### src/rtl/rat_io_pkg.sv
// Shared definitions for the interrupt controller and its MCU wrapper:
// I/O port addresses, controller FSM states and a write-decode helper.
package rat_io_pkg;

    localparam logic [7:0] MASK_ID   = 8'h50;
    localparam logic [7:0] STATUS_ID = 8'h51;
    localparam logic [7:0] VECTOR_ID = 8'h52;
    localparam logic [7:0] ACK_ID    = 8'h53;

    typedef enum logic [1:0] {
        ST_IDLE    = 2'd0,
        ST_ASSERT  = 2'd1,
        ST_HOLDOFF = 2'd2
    } rat_state_e;

    // True when the MCU strobes a write to the given port address this cycle.
    function automatic logic port_write(input logic       strb,
                                        input logic [7:0] port_id,
                                        input logic [7:0] target_id);
        return strb & (port_id == target_id);
    endfunction

endpackage

### src/rtl/rat_intr_ctrl_if.sv
// Bus bundle between the MCU-side wrapper and the interrupt controller:
// request lines, the MCU output-port write bus, read data and INTR.
interface rat_intr_ctrl_if #(
    parameter int NUM_SRC = 8
);
    logic [NUM_SRC-1:0] src;
    logic [7:0]         port_id;
    logic [7:0]         out_port;
    logic               io_strb;
    logic [7:0]         in_port;
    logic               intr;

    // MCU / wrapper side drives the bus and request lines.
    modport master (
        output src,
        output port_id,
        output out_port,
        output io_strb,
        input  in_port,
        input  intr
    );

    // Controller side.
    modport slave (
        input  src,
        input  port_id,
        input  out_port,
        input  io_strb,
        output in_port,
        output intr
    );
endinterface

### src/rtl/rat_prio_enc.sv
// Fixed-priority encoder: reports whether any bit is set and the index of
// the lowest-numbered set bit (bit 0 wins). Index is 0 when nothing is set.
module rat_prio_enc #(
    parameter int NUM_SRC = 8
) (
    input  logic [NUM_SRC-1:0] vec_i,
    output logic               valid_o,
    output logic [2:0]         idx_o
);

    // Scan from the top down so the last hit, the lowest index, wins.
    always_comb begin
        valid_o = |vec_i;
        idx_o   = 3'd0;
        for (int i = NUM_SRC - 1; i >= 0; i--) begin
            if (vec_i[i]) begin
                idx_o = 3'(i);
            end else begin
                idx_o = idx_o;
            end
        end
    end

endmodule

### src/rtl/rat_intr_ctrl.sv
// Interrupt controller for the MCU: edge-detects up to eight request lines,
// latches them as pending, gates them with a mask and raises a single INTR
// with fixed-priority vector readback. After an acknowledge, INTR is held
// low for a minimum gap before it may re-assert.
module rat_intr_ctrl
    import rat_io_pkg::*;
#(
    parameter int NUM_SRC    = 8,
    parameter int GAP_CYCLES = 4
) (
    input  logic             clk,
    input  logic             rst_n,
    rat_intr_ctrl_if.slave   bus
);

    localparam logic [3:0] GAP_LOAD = 4'(GAP_CYCLES - 1);

    logic [NUM_SRC-1:0] src_q;
    logic [NUM_SRC-1:0] pending_q;
    logic [NUM_SRC-1:0] pending_d;
    logic [NUM_SRC-1:0] mask_q;
    logic [NUM_SRC-1:0] mask_d;
    logic [NUM_SRC-1:0] src_edge_s;
    logic [NUM_SRC-1:0] ack_clr_s;
    logic [NUM_SRC-1:0] active_s;
    logic               mask_wr_s;
    logic               ack_wr_s;
    logic               prio_valid_s;
    logic [2:0]         prio_idx_s;
    logic [7:0]         mask_ext_s;
    logic [7:0]         pend_ext_s;
    rat_state_e         state_q;
    rat_state_e         state_d;
    logic [3:0]         hold_cnt_q;
    logic [3:0]         hold_cnt_d;
    logic               intr_q;

    // Write decode, edge detection and next values of the pending/mask registers.
    always_comb begin
        mask_wr_s  = port_write(bus.io_strb, bus.port_id, MASK_ID);
        ack_wr_s   = port_write(bus.io_strb, bus.port_id, ACK_ID);
        src_edge_s = bus.src & ~src_q;
        if (ack_wr_s) begin
            ack_clr_s = bus.out_port[NUM_SRC-1:0];
        end else begin
            ack_clr_s = {NUM_SRC{1'b0}};
        end
        // A new edge on a bit being acknowledged wins, so the request is not lost.
        pending_d = (pending_q & ~ack_clr_s) | src_edge_s;
        if (mask_wr_s) begin
            mask_d = bus.out_port[NUM_SRC-1:0];
        end else begin
            mask_d = mask_q;
        end
        active_s = pending_q & mask_q;
    end

    // Source sampling, pending latch and mask register.
    always_ff @(posedge clk or negedge rst_n) begin
        if (!rst_n) begin
            src_q     <= {NUM_SRC{1'b0}};
            pending_q <= {NUM_SRC{1'b0}};
            mask_q    <= {NUM_SRC{1'b0}};
        end else begin
            src_q     <= bus.src;
            pending_q <= pending_d;
            mask_q    <= mask_d;
        end
    end

    rat_prio_enc #(
        .NUM_SRC (NUM_SRC)
    ) u_prio_enc (
        .vec_i   (active_s),
        .valid_o (prio_valid_s),
        .idx_o   (prio_idx_s)
    );

    // INTR sequencing: raise on active requests, drop on acknowledge into a
    // fixed-length hold-off, or drop straight to idle if masking removes the cause.
    always_comb begin
        state_d    = state_q;
        hold_cnt_d = hold_cnt_q;
        case (state_q)
            ST_IDLE: begin
                if (|active_s) begin
                    state_d = ST_ASSERT;
                end else begin
                    state_d = ST_IDLE;
                end
            end
            ST_ASSERT: begin
                if (ack_wr_s) begin
                    state_d    = ST_HOLDOFF;
                    hold_cnt_d = GAP_LOAD;
                end else if (!(|active_s)) begin
                    state_d = ST_IDLE;
                end else begin
                    state_d = ST_ASSERT;
                end
            end
            ST_HOLDOFF: begin
                if (hold_cnt_q == 4'd0) begin
                    state_d = ST_IDLE;
                end else begin
                    hold_cnt_d = hold_cnt_q - 4'd1;
                end
            end
            default: begin
                state_d    = ST_IDLE;
                hold_cnt_d = 4'd0;
            end
        endcase
    end

    // State, hold-off counter and the registered INTR output.
    always_ff @(posedge clk or negedge rst_n) begin
        if (!rst_n) begin
            state_q    <= ST_IDLE;
            hold_cnt_q <= 4'd0;
            intr_q     <= 1'b0;
        end else begin
            state_q    <= state_d;
            hold_cnt_q <= hold_cnt_d;
            intr_q     <= (state_d == ST_ASSERT);
        end
    end

    // Zero-extend mask/pending to the 8-bit read bus; unused bits read 0.
    always_comb begin
        mask_ext_s = 8'h00;
        pend_ext_s = 8'h00;
        for (int i = 0; i < NUM_SRC; i++) begin
            mask_ext_s[i] = mask_q[i];
            pend_ext_s[i] = pending_q[i];
        end
    end

    // Read mux toward the wrapper; non-matching IDs contribute 0 to its OR.
    always_comb begin
        case (bus.port_id)
            MASK_ID:   bus.in_port = mask_ext_s;
            STATUS_ID: bus.in_port = pend_ext_s;
            VECTOR_ID: bus.in_port = {prio_valid_s, 4'b0000, prio_idx_s};
            default:   bus.in_port = 8'h00;
        endcase
    end

    assign bus.intr = intr_q;

endmodule

### src/flat_wrapper.sv
// flat-port wrapper written by rule: the top's interface ports become plain ports
module rat_intr_ctrl_flat import rat_io_pkg::*;
#(
    parameter int NUM_SRC    = 8,
    parameter int GAP_CYCLES = 4
)
  (clk, rst_n, bus_src, bus_port_id, bus_out_port, bus_io_strb, bus_in_port, bus_intr);
  rat_intr_ctrl_if #(.NUM_SRC(NUM_SRC)) bus_i ();
  input  logic clk;
  input  logic rst_n;
  input wire logic [$bits(bus_i.src)-1:0] bus_src;
  input wire logic [$bits(bus_i.port_id)-1:0] bus_port_id;
  input wire logic [$bits(bus_i.out_port)-1:0] bus_out_port;
  input wire logic [$bits(bus_i.io_strb)-1:0] bus_io_strb;
  output wire logic [$bits(bus_i.in_port)-1:0] bus_in_port;
  output wire logic [$bits(bus_i.intr)-1:0] bus_intr;
  assign bus_i.src = bus_src;
  assign bus_i.port_id = bus_port_id;
  assign bus_i.out_port = bus_out_port;
  assign bus_i.io_strb = bus_io_strb;
  assign bus_in_port = bus_i.in_port;
  assign bus_intr = bus_i.intr;
  rat_intr_ctrl #(.NUM_SRC(NUM_SRC), .GAP_CYCLES(GAP_CYCLES)) u_core (.clk(clk), .rst_n(rst_n), .bus(bus_i));
endmodule
### config.mk
export PLATFORM = sky130hd
export DESIGN_NAME = rat_intr_ctrl_flat
export DESIGN_NICKNAME = d
export VERILOG_FILES = /design/src/rtl/rat_io_pkg.sv /design/src/rtl/rat_intr_ctrl_if.sv /design/src/rtl/rat_prio_enc.sv /design/src/rtl/rat_intr_ctrl.sv /design/src/flat_wrapper.sv
export SDC_FILE = /design/constraint.sdc
export NUM_CORES = 1
export LEC_CHECK = 0
export CAP_MARGIN = 20
export CORE_ASPECT_RATIO = 1.4
export CORE_MARGIN = 2
export CORE_UTILIZATION = 54
export DETAILED_ROUTE_END_ITERATION = 7
export PLACE_DENSITY = 0.92
export SLEW_MARGIN = 20
export SYNTH_ARGS = -nofsm -noshare
export SYNTH_HDL_FRONTEND = slang
export SYNTH_SLANG_ARGS = --single-unit
### constraint.sdc
create_clock -name clk -period 3.55 [get_ports clk]
set_input_delay 0.71 -clock clk [delete_from_list [all_inputs] [get_ports clk]]
set_output_delay 0.71 -clock clk [all_outputs]
set_load 0.01 [all_outputs]
==> results of run 1 <==
==> through the flow <==
step	cells	TNS (ns)	setup WS, ns
after global placement	237	-0.0486	-0.0486
after floorplan	165	0	0.930
after detailed placement	237	-0.0545	-0.0545
after CTS	245	0	0.000920
after global routing	245	-0.0741	-0.0741
final	245	0	0.0802
==> cells in the mapped netlist (2+ instances only) <==
cell type / count
sky130_fd_sc_hd__ha_1: 6
sky130_fd_sc_hd__nand2_1: 28
sky130_fd_sc_hd__mux2_4: 8
sky130_fd_sc_hd__nand3_1: 3
sky130_fd_sc_hd__a21oi_1: 3
sky130_fd_sc_hd__nand4_1: 2
sky130_fd_sc_hd__a22o_1: 2
sky130_fd_sc_hd__inv_1: 14
sky130_fd_sc_hd__nor3_1: 3
sky130_fd_sc_hd__nor2_1: 10
sky130_fd_sc_hd__dfrtp_1: 31
sky130_fd_sc_hd__mux2i_1: 7
sky130_fd_sc_hd__a22oi_1: 2
sky130_fd_sc_hd__nor3b_1: 2
sky130_fd_sc_hd__and2_1: 3
sky130_fd_sc_hd__or3_1: 3
sky130_fd_sc_hd__nor2b_1: 3
sky130_fd_sc_hd__o21ai_0: 15
sky130_fd_sc_hd__buf_2: 2
==> kinds of logic after synthesis <==
kind of cell    share of synthesized area [%]
simple gates                             19.4
compound gates                           12.5
flops                                    47.2
buf+inv                                  4.72
mux                                      11.6
fa+ha+maj                                4.57
==> registers in the layout, summed over array words and instances, names as in the netlist <==
signal             flops
u_core.src_q           8
u_core.pend_ext_s      8
u_core.bus.intr        1
u_core.mask_ext_s      8
u_core.state_q         2
u_core.hold_cnt_q      4
==> layout make-up <==
class                   count  area [µm²]  share of cell area (%)
well taps                  37        46.3                    2.14
inverters                  14        52.6                    2.43
multi-input cells         116         790                    36.5
flip-flops and latches     31         776                    35.9
clock inverters             2        35.0                    1.62
clock buffers               6        82.6                    3.82
repair buffers             39         382                    17.6
==> metal layers <==
metal,wire length [µm],GRT usage [%]
met1,1400,28.3
met2,1910,40.9
met3,251,5.60
met4,68,11.1
met5,0,0
==> worst min path at each step <==
| stage | start | endpoint | slack [ns] | cells after the start |
|---|---|---|---|---|
| 2_1_floorplan | u_core.src_q[0] | u_core.pend_ext_s[0] | 0.40 | 1 |
| 3_3_place_gp | u_core.src_q[0] | u_core.pend_ext_s[0] | 0.40 | 1 |
| 3_5_place_dp | u_core.src_q[5] | u_core.pend_ext_s[5] | 0.42 | 1 |
| 4_1_cts | u_core.src_q[2] | u_core.pend_ext_s[2] | 0.43 | 1 |
| 5_1_grt | u_core.src_q[2] | u_core.pend_ext_s[2] | 0.43 | 1 |
| 6_report | u_core.src_q[2] | u_core.pend_ext_s[2] | 0.42 | 1 |
==> where the power goes <==
part / internal, mW / switching, mW / total [mW]
clock network: 0.227 / 0.132 / 0.359
logic: 0.0893 / 0.0876 / 0.177
registers: 0.373 / 0.0132 / 0.386
==> repair_timing <==
action / CTS / global route
hold buffers: 0 / 0
pin swaps: 0 / 0
gates resized for setup: 1 / 1
endpoints found under the setup margin: 1 / 2
==> layout by cell type (no fill, tap or decap), types with 2 or more instances in the layout <==
| cell type | netlist | layout |
|---|---|---|
| sky130_fd_sc_hd__clkdlybuf4s50_1 | 0 | 33 |
| sky130_fd_sc_hd__dfrtp_1 | 31 | 31 |
| sky130_fd_sc_hd__nand2_1 | 28 | 28 |
| sky130_fd_sc_hd__o21ai_0 | 15 | 15 |
| sky130_fd_sc_hd__inv_1 | 14 | 14 |
| sky130_fd_sc_hd__nor2_1 | 10 | 10 |
| sky130_fd_sc_hd__mux2_4 | 8 | 8 |
| sky130_fd_sc_hd__mux2i_1 | 7 | 7 |
| sky130_fd_sc_hd__ha_1 | 6 | 6 |
| sky130_fd_sc_hd__clkbuf_8 | 0 | 6 |
| sky130_fd_sc_hd__buf_4 | 0 | 4 |
| sky130_fd_sc_hd__and2_1 | 3 | 3 |
| sky130_fd_sc_hd__nor2b_1 | 3 | 3 |
| sky130_fd_sc_hd__or3_1 | 3 | 3 |
| sky130_fd_sc_hd__a21oi_1 | 3 | 3 |
| sky130_fd_sc_hd__nor3_1 | 3 | 3 |
| sky130_fd_sc_hd__nand3_1 | 3 | 3 |
| sky130_fd_sc_hd__a22o_1 | 2 | 2 |
| sky130_fd_sc_hd__nand4_1 | 2 | 2 |
| sky130_fd_sc_hd__nor3b_1 | 2 | 2 |
| sky130_fd_sc_hd__a22oi_1 | 2 | 2 |
==> critical path, cell delays in order <==
cell,delay (ns)
sky130_fd_sc_hd__clkdlybuf4s50_1,0.45
sky130_fd_sc_hd__nor4b_4,0.31
sky130_fd_sc_hd__nand3b_1,0.19
sky130_fd_sc_hd__a2111oi_0,0.47
sky130_fd_sc_hd__clkdlybuf4s50_1,0.64
==> results.md, run 1 <==
- Total of warnings raised by yosys: 0
- Number of synthesized flops with an enable pin: 0
- # Post-CTS Setup Buffers: 0
- Row cnt: 23
- Average cell area after synthesis: about 10 µm²
- Data arrival time of the critical path: ~2.8 ns
- Die height: 69.3 µm
- Launching instance or port of the critical path: bus_port_id[7]
- Number of setup violations in the final report: 0
- Worst Clk Skew: slightly below 0.007 ns
- Max-capacitance violation count: 0
- Most used flip-flop cell after synthesis: sky130_fd_sc_hd__dfrtp_1
- Horiz. Die Dim: slightly above 50 µm
- Maximum number of pins on one net before global-route repair: 32
- Post-route worst hold slack: 0.424 ns
- Number of global-route vias before repair: about 1.4k
- Pins Over Slew Limit: 0
- Type of the tightest min-delay check: reg -> reg
- Number of DRC violations after detailed-routing iteration 0: between 40 and 50
- Antenna violations before repair: 0
- Remaining antenna violation count after routing: 0
- Final instance area: between 2000 and 2500 µm²
- Status: finished, final reports clean
- Maximum clock insertion buffer count: 2
- Root buf cell: sky130_fd_sc_hd__clkbuf_8
- Filler Cells Inserted: a little under 200
- Buffers on Ports: 35
- Share of the clock period used by the worst path after layout: between 90% and 100%
- Initial cell density of the core: ~57%
- H-tree depth: 2
- Global-route wire length before repair: approximately 6.4 mm
- Overall routed net length: 3.63 mm
- Worst setup path endpoint: bus_in_port[0]
- Post-Syn Area: 1640 µm²
- # IOs: 36
- Synth Instances: around 170
- Total number of clock tree sinks: 31
- Power per unit of standard cell area: approximately 430 nW/µm²
- Clock buffers created by TritonCTS: 5
- Final RePlAce weighted congestion: between 0.7 and 0.8
- Reg-to-reg startpoint: u_core.hold_cnt_q[0]
- Post-synthesis register bit count: 31
- GRT Overall Usage: about a quarter
- Period minus WS final: approximately 3.5 ns
- Post-route total power: 0.922 mW
- Placeable core region: 2880 µm²
- Worst reg-to-reg setup slack: around 1.8 ns
- RSZ-0062 raised after global routing: yes
- Core utilization of the finished layout: around three quarters
- Synthesis-to-layout area growth: 31.7%
- Fraction of final layout cells with drive strength greater than 1: about an eighth
- Leading cell types by total area after synthesis: sky130_fd_sc_hd__dfrtp_1 (47%), sky130_fd_sc_hd__mux2_4 (7.3%), sky130_fd_sc_hd__nand2_1 (6.4%)
- Clock slew seen by the registers of the worst setup and hold paths: roughly 0.06 ns
- Kind of launch point of the worst setup path: input pin
- Routed vias/inst: between 5 and 6
- CTS tree: done
- Number of failing hold endpoints at the final stage: 0
- CP Class: in -> out
- DRC violation count after routing: 0
- Capture instance of the worst register-to-register path: u_core.hold_cnt_q[0]
- Diode insertion count for antenna repair: 0
- Portion of synthesized cell area occupied by the leading cell type: a little under half
- Required time of the critical path: about 2.8 ns
- Insertion delay to the later sink of the worst-skew pair: between 0.2 and 0.3 ns
- Crit-path max FO: 4
- IR drop worst, VDD: between 300 and 400 µV
- DP Wirelength: 2.64 mm
- DIE AREA: about 3500 µm²
- Net count, final: between 200 and 250
- DP Area: 2040 µm²
- Leak Pwr: between 1 and 1.5 nW
- Biggest area consumer among synthesized cells: sky130_fd_sc_hd__dfrtp_1
- Share of the yosys chip area belonging to registers: between 40% and 50%
- Aggregate global routing overflow: 0
- Measured slew at the worst slew-check pin: approximately 0.53 ns
- Type of element capturing the critical path: output port
- Vias: approximately 1.4k
- Per-cell routed wire length: around 15 µm
- Achievable clock frequency: 0.288 GHz
- Async set-reset flop share out of synthesis: 100%
- Worst relative slew slack: between 60% and 70%
- Unique cell type count in the Yosys netlist: 37
- Nets in the synthesized netlist: 198
- First drt pass iteration count: 4
- Length in cells of the worst reg-to-reg path: 7
Note: power is estimated with default switching activity, not from simulation.
==> run 2: changes to the inputs <==
--- a/config.mk
+++ b/config.mk
@@ -10,6 +10,7 @@
 export CORE_MARGIN = 2
 export CORE_UTILIZATION = 54
 export DETAILED_ROUTE_END_ITERATION = 7
+export MAX_ROUTING_LAYER = met4
 export PLACE_DENSITY = 0.92
 export SLEW_MARGIN = 20
 export SYNTH_ARGS = -nofsm -noshare
==> results.md, run 2 (same netlist as run 1, synthesis figures left out) <==
- Status: finished, final reports clean
- Global-route wire length before repair: roughly 6.4 mm
- Final instance area: 2160 µm²
- GRT Overall Usage: 24.9%
- Routed vias/inst: about 5.7
- Overall routed net length: between 3 and 4 mm
- Per-cell routed wire length: ~15 µm
- CP Class: in -> out
- Reg area: between 700 and 800 µm²
- Type of the tightest min-delay check: reg -> reg
- Antenna violations before repair: 0
- Initial cell density of the core: a little under three fifths
- Insertion delay to the later sink of the worst-skew pair: 0.29 ns
- Post-route non-filler standard cell count: between 200 and 250
- Power per unit of standard cell area: 426 nW/µm²
- Worst Min Path Start: u_core.src_q[4]
- Clock buffers created by TritonCTS: 5
- Number of setup violations in the final report: 0
- CTS tree: done
- IR drop worst, VDD: about 340 µV
- Placeable core region: ~2900 µm²
- Leak Pwr: 1.04 nW
- Maximum number of pins on one net before global-route repair: 32
- Worst reg-to-reg setup slack: between 1.5 and 2 ns
- Total number of clock tree sinks: 31
- Root buf cell: sky130_fd_sc_hd__clkbuf_8
- DP Area: just over 2000 µm²
- Horiz. Die Dim: roughly 51 µm
- Fraction of final layout cells with drive strength greater than 1: between 10% and 20%
- Pins Over Slew Limit: 0
- Hold Buf Count CTS: 0
- Number of DRC violations after detailed-routing iteration 0: 43
- Worst Clk Skew: 0.00552 ns
- Share of the clock period used by the worst path after layout: roughly 98%
- H-tree depth: 2
- Post-route worst hold slack: about 0.43 ns
- Worst setup slack after placement: -0.0545 ns
- Maximum clock insertion buffer count: 2
- Worst min-delay path endpoint: u_core.pend_ext_s[4]
- Type of element capturing the critical path: output port
- Final RePlAce weighted congestion: ~0.8
- Number of failing hold endpoints at the final stage: 0
- DP Wirelength: 2.64 mm
- Most common cell after layout, fill and taps aside: sky130_fd_sc_hd__clkdlybuf4s50_1
- Capture instance of the worst register-to-register path: u_core.hold_cnt_q[0]
- Net count, final: 240
- Die height: ~69 µm
- Synthesis-to-layout area growth: 31.7%
- # Post-CTS Setup Buffers: 0
- Buffers on Ports: 35
- Max-capacitance violation count: 0
- First drt pass iteration count: 4
- Worst relative slew slack: 64.1%
- Measured slew at the worst slew-check pin: between 0.5 and 0.6 ns
- Crit-path max FO: 4
- Vias: around 1.4k
- Diode insertion count for antenna repair: 0
- Count of cells along the worst hold path: 1
- Area taken by multi-input logic gates: a little under 800 µm²
- Required time of the critical path: ~2.8 ns
- Period minus WS final: about 3.5 ns
- RSZ-0062 raised after global routing: yes
- Number of global-route vias before repair: between 1k and 1.5k
- Filler Cells Inserted: approximately 200
- # IOs: 36
- Length in cells of the worst reg-to-reg path: 7
- Number of cells after detailed placement: 237
- Achievable clock frequency: 0.289 GHz
- Aggregate global routing overflow: 0
- Most used cells in the layout excluding fill and tap cells: sky130_fd_sc_hd__clkdlybuf4s50_1 (33), sky130_fd_sc_hd__dfrtp_1 (31), sky130_fd_sc_hd__nand2_1 (28), sky130_fd_sc_hd__o21ai_0 (15), sky130_fd_sc_hd__inv_1 (14)
- Row cnt: 23
- Post-route total power: between 0.9 and 1 mW
- Kind of launch point of the worst setup path: input pin
- Data arrival time of the critical path: between 2 and 3 ns
- Worst path setup slack after routing: between 0.08 and 0.09 ns
- DIE AREA: 3510 µm²
- Core utilization of the finished layout: approximately three quarters
- Reg-to-reg startpoint: u_core.hold_cnt_q[0]
- Clock slew seen by the registers of the worst setup and hold paths: approximately 0.060 ns
- Remaining antenna violation count after routing: 0
- DRC violation count after routing: 0
- Sum of negative setup slack: 0 ns
-- run 2: routing by layer --
layer	routed length [µm]	part of all wire, %	GRT usage, %	vias to the layer above
met5	0	0	-	-
met3	245	6.7	5.82	6
met4	68	1.9	11.1	0
met2	1910	52	40.9	54
li1	-	-	-	654
met1	1440	39	28.4	689
-- run 2: layout make-up --
type | instances | share of cell area [%]
multi-input combinational | 116 | 36.5
timing repair buffer | 39 | 17.6
tap | 37 | 2.14
clock buffer | 6 | 3.82
inverter | 14 | 2.43
clock inverter | 2 | 1.62
sequential | 31 | 35.9
-- run 2: how the worst max path moves through the flow --
stage	startpoint	endpoint	cells past startpoint
2_1_floorplan	bus_port_id[7]	bus_in_port[2]	4
3_3_place_gp	bus_port_id[7]	bus_in_port[2]	6
3_5_place_dp	bus_port_id[7]	bus_in_port[2]	6
4_1_cts	bus_port_id[7]	bus_in_port[1]	6
5_1_grt	bus_port_id[7]	bus_in_port[0]	5
6_report	bus_port_id[7]	bus_in_port[0]	5
-- run 2: what timing repair did --
item / CTS / global route
endpoints found under the setup margin: 1 / 2
pin swaps: 0 / 0
cloned: 0 / 0
gates resized for setup: 1 / 1
hold endpoints to repair: 0 / 0
-- run 2: report_power, final --
group,total [mW],switching (mW),internal [mW]
clock network,0.359,0.132,0.227
registers,0.386,0.0131,0.373
logic,0.178,0.0882,0.0894
-- run 2: critical path: stages --
cell	delay (ns)
sky130_fd_sc_hd__clkdlybuf4s50_1	0.45
sky130_fd_sc_hd__nor4b_4	0.31
sky130_fd_sc_hd__nand3b_1	0.19
sky130_fd_sc_hd__a2111oi_0	0.46
sky130_fd_sc_hd__clkdlybuf4s50_1	0.64
==> run 3: changes to the inputs <==
--- a/config.mk
+++ b/config.mk
@@ -7,7 +7,6 @@
 export LEC_CHECK = 0
 export CAP_MARGIN = 20
 export CORE_ASPECT_RATIO = 1.4
-export CORE_MARGIN = 2
 export CORE_UTILIZATION = 54
 export DETAILED_ROUTE_END_ITERATION = 7
 export MAX_ROUTING_LAYER = met4
@@ -15,4 +14,5 @@
 export SLEW_MARGIN = 20
 export SYNTH_ARGS = -nofsm -noshare
 export SYNTH_HDL_FRONTEND = slang
+export SYNTH_HIERARCHICAL = 1
 export SYNTH_SLANG_ARGS = --single-unit
==> results.md, run 3 <==
- Nets in the synthesized netlist: about 200
- Number of global-route vias before repair: 1467
- Achievable clock frequency: about 0.32 GHz
- First drt pass iteration count: 5
- IR drop worst, VDD: between 200 and 300 µV
- # Post-CTS Setup Buffers: 0
- Number of setup violations in the final report: 0
- Count of cells along the worst hold path: 1
- Max-capacitance violation count: 0
- Commonest cells in the netlist: sky130_fd_sc_hd__dfrtp_1 (31), sky130_fd_sc_hd__inv_1 (16), sky130_fd_sc_hd__nor2_1 (16)
- CP Class: in -> out
- Aggregate global routing overflow: 0
- RSZ-0062 raised after global routing: no
- Area taken by multi-input logic gates: roughly 820 µm²
- Horiz. Die Dim: 49.0 µm
- Period minus WS final: between 3 and 4 ns
- Status: finished, final reports clean
- DP Wirelength: approximately 2.8 mm
- CP max-delay cell: sky130_fd_sc_hd__clkdlybuf4s50_1
- Worst reg-to-reg setup slack: 1.62 ns
- Fraction of final layout cells with drive strength greater than 1: 11.6%
- Routed vias/inst: approximately 5.9
- Buffers on Ports: 35
- Type of element capturing the critical path: output port
- Number of synthesized flops with an enable pin: 0
- Critical path, cell by cell: clkdlybuf4s50_1, buf_4, nor2b_1, a21oi_1, nor2_1, clkdlybuf4s50_1
- Per-cell routed wire length: approximately 16 µm
- Bufs and invs on worst path: 3
- Crit path largest cell delay: 0.55 ns
- Clock slew seen by the registers of the worst setup and hold paths: about 0.06 ns
- Most frequent cell on the critical path: sky130_fd_sc_hd__clkdlybuf4s50_1
- Leak Pwr: 0.965 nW
- Crit-path max FO: 11
- Filler Cells Inserted: between 200 and 250
- Kind of launch point of the worst setup path: input pin
- Sum of negative setup slack: 0 ns
- Measured slew at the worst slew-check pin: 0.630 ns
- Total number of clock tree sinks: 31
- Launching instance or port of the critical path: bus_port_id[0]
- Maximum clock insertion buffer count: 2
- Power per unit of standard cell area: 389 nW/µm²
- Required time of the critical path: around 2.8 ns
- Worst path setup slack after routing: between 0.3 and 0.4 ns
- Capture instance of the worst register-to-register path: u_core/hold_cnt_q[2]
- Worst relative slew slack: between 50% and 60%
- Number of instances resized during post-cts repair: 0
- Most frequently used cell type in the post-synthesis netlist: sky130_fd_sc_hd__dfrtp_1
- Worst min-delay path endpoint: u_core/hold_cnt_q[3]
- Die height: slightly below 70 µm
- Number of cells after detailed placement: 236
- Pins Over Slew Limit: 0
- Antenna violations before repair: 0
- Delay-heaviest family, CP: buffers and inverters
- H-tree depth: 2
- Number of DRC violations after detailed-routing iteration 0: 55
- Async set-reset flop share out of synthesis: 100%
- Post-route total power: between 0.8 and 0.9 mW
- Final RePlAce weighted congestion: between 0.8 and 0.9
- Synthesis-to-layout area growth: 29.7%
- Synth Instances: ~160
- Most used flip-flop cell after synthesis: sky130_fd_sc_hd__dfrtp_1
- DRC violation count after routing: 0
- Unique cell type count in the Yosys netlist: 39
- Length in cells of the worst reg-to-reg path: 6
- Overall routed net length: between 3 and 4 mm
- Reg area: just under 800 µm²
- Most used cells in the layout excluding fill and tap cells: sky130_fd_sc_hd__clkdlybuf4s50_1 (35), sky130_fd_sc_hd__dfrtp_1 (31), sky130_fd_sc_hd__inv_1 (16), sky130_fd_sc_hd__nor2_1 (16), sky130_fd_sc_hd__nand2_1 (10)
- Post-Syn Area: ~1700 µm²
- Share of the clock period used by the worst path after layout: between 80% and 90%
- GRT Overall Usage: between 20% and 30%
- Worst Clk Skew: 0.00809 ns
- Biggest area consumer among synthesized cells: sky130_fd_sc_hd__dfrtp_1
- Root buf cell: sky130_fd_sc_hd__clkbuf_8
- Total of warnings raised by yosys: 6
- Portion of synthesized cell area occupied by the leading cell type: 46.4%
- Leading cell types by total area after synthesis: sky130_fd_sc_hd__dfrtp_1 (46%), sky130_fd_sc_hd__mux2_2 (5.4%), sky130_fd_sc_hd__mux2i_1 (4.8%)
- Worst setup slack after placement: 0.387 ns
- Most common cell after layout, fill and taps aside: sky130_fd_sc_hd__clkdlybuf4s50_1
- # IOs: 36
- Net count, final: between 200 and 250
- Insertion delay to the later sink of the worst-skew pair: 0.29 ns
- Clock buffers created by TritonCTS: 5
- Global-route wire length before repair: around 6.6 mm
- Data arrival time of the critical path: approximately 2.5 ns
- Vias: about 1.4k
- Diode insertion count for antenna repair: 0
- Reg-to-reg startpoint: u_core/hold_cnt_q[0]
- Remaining antenna violation count after routing: 0
- Row cnt: 23
- Type of the tightest min-delay check: reg -> reg
- Post-synthesis register bit count: 31
- Initial cell density of the core: 57.5%
- Hold Buf Count CTS: 0
- CTS tree: done
- Post-route non-filler standard cell count: about 240
- Core utilization of the finished layout: between 70% and 80%
- Placeable core region: around 2900 µm²
- Maximum number of pins on one net before global-route repair: 32
- Worst Min Path Start: u_core/hold_cnt_q[3]
- Share of the yosys chip area belonging to registers: between 40 and 50%
- DIE AREA: between 3000 and 4000 µm²
- Number of failing hold endpoints at the final stage: 0
- Average cell area after synthesis: 10.2 µm²
## run 3: area by class of cell
| cell class | count | area share (%) |
|---|---|---|
| Clock inverter | 1 | 0.231 |
| Timing Repair Buffer | 39 | 17.6 |
| Inverter | 16 | 2.77 |
| Multi-Input combinational cell | 113 | 38.0 |
| Sequential cell | 31 | 35.8 |
| Clock buffer | 7 | 3.52 |
| Tap cell | 37 | 2.14 |
## run 3: per-stage QoR
| step | hold slack [ns] | area (µm²) |
|---|---|---|
| 3_3_place_gp | 0.485 | 2080 |
| 4_1_cts | 0.508 | 2170 |
| 2_1_floorplan | 0.414 | 1670 |
| 3_5_place_dp | 0.491 | 2080 |
| 6_report | 0.512 | 2170 |
| 5_1_grt | 0.517 | 2170 |
## run 3: worst max path at each step
stage | depth (start not counted) | end
2_1_floorplan | 5 | bus_in_port[0]
3_3_place_gp | 6 | bus_in_port[2]
3_5_place_dp | 5 | bus_in_port[6]
4_1_cts | 5 | bus_in_port[6]
5_1_grt | 6 | bus_in_port[2]
6_report | 6 | bus_in_port[2]
## run 3: logic make-up (layout without fill, tap and decap cells)
family / Yosys count / count (layout) / share of synthesized area, %
AO/OA/AOI/OAI: 32 / 32 / 13.6
adder cells (fa/ha/maj): 6 / 6 / 4.49
buffers and inverters: 19 / 63 / 4.34
flip-flops: 31 / 31 / 46.4
multiplexers: 16 / 16 / 10.2
AND/OR/NAND/NOR: 59 / 59 / 20.9
## run 3: layer usage
layer	track usage, %	vias up	wire [µm]
li1	-	659	-
met1	29.3	697	1630
met2	50.3	66	2030
met3	7.88	16	205
met4	13.6	0	97
met5	-	-	0
## run 3: worst reg2reg max path, cell delays in order, from the launching register on
cell,delay [ns]
sky130_fd_sc_hd__dfrtp_1,0.41
sky130_fd_sc_hd__inv_1,0.10
sky130_fd_sc_hd__ha_1,0.16
sky130_fd_sc_hd__or3b_2,0.50
sky130_fd_sc_hd__o21ba_2,0.23
sky130_fd_sc_hd__o21ai_0,0.21
sky130_fd_sc_hd__o21ai_0,0.17
## run 3: power by group
part	internal (mW)	switching, mW
Clock	0.137	0.126
Combinational	0.0929	0.0916
Sequential	0.375	0.0192
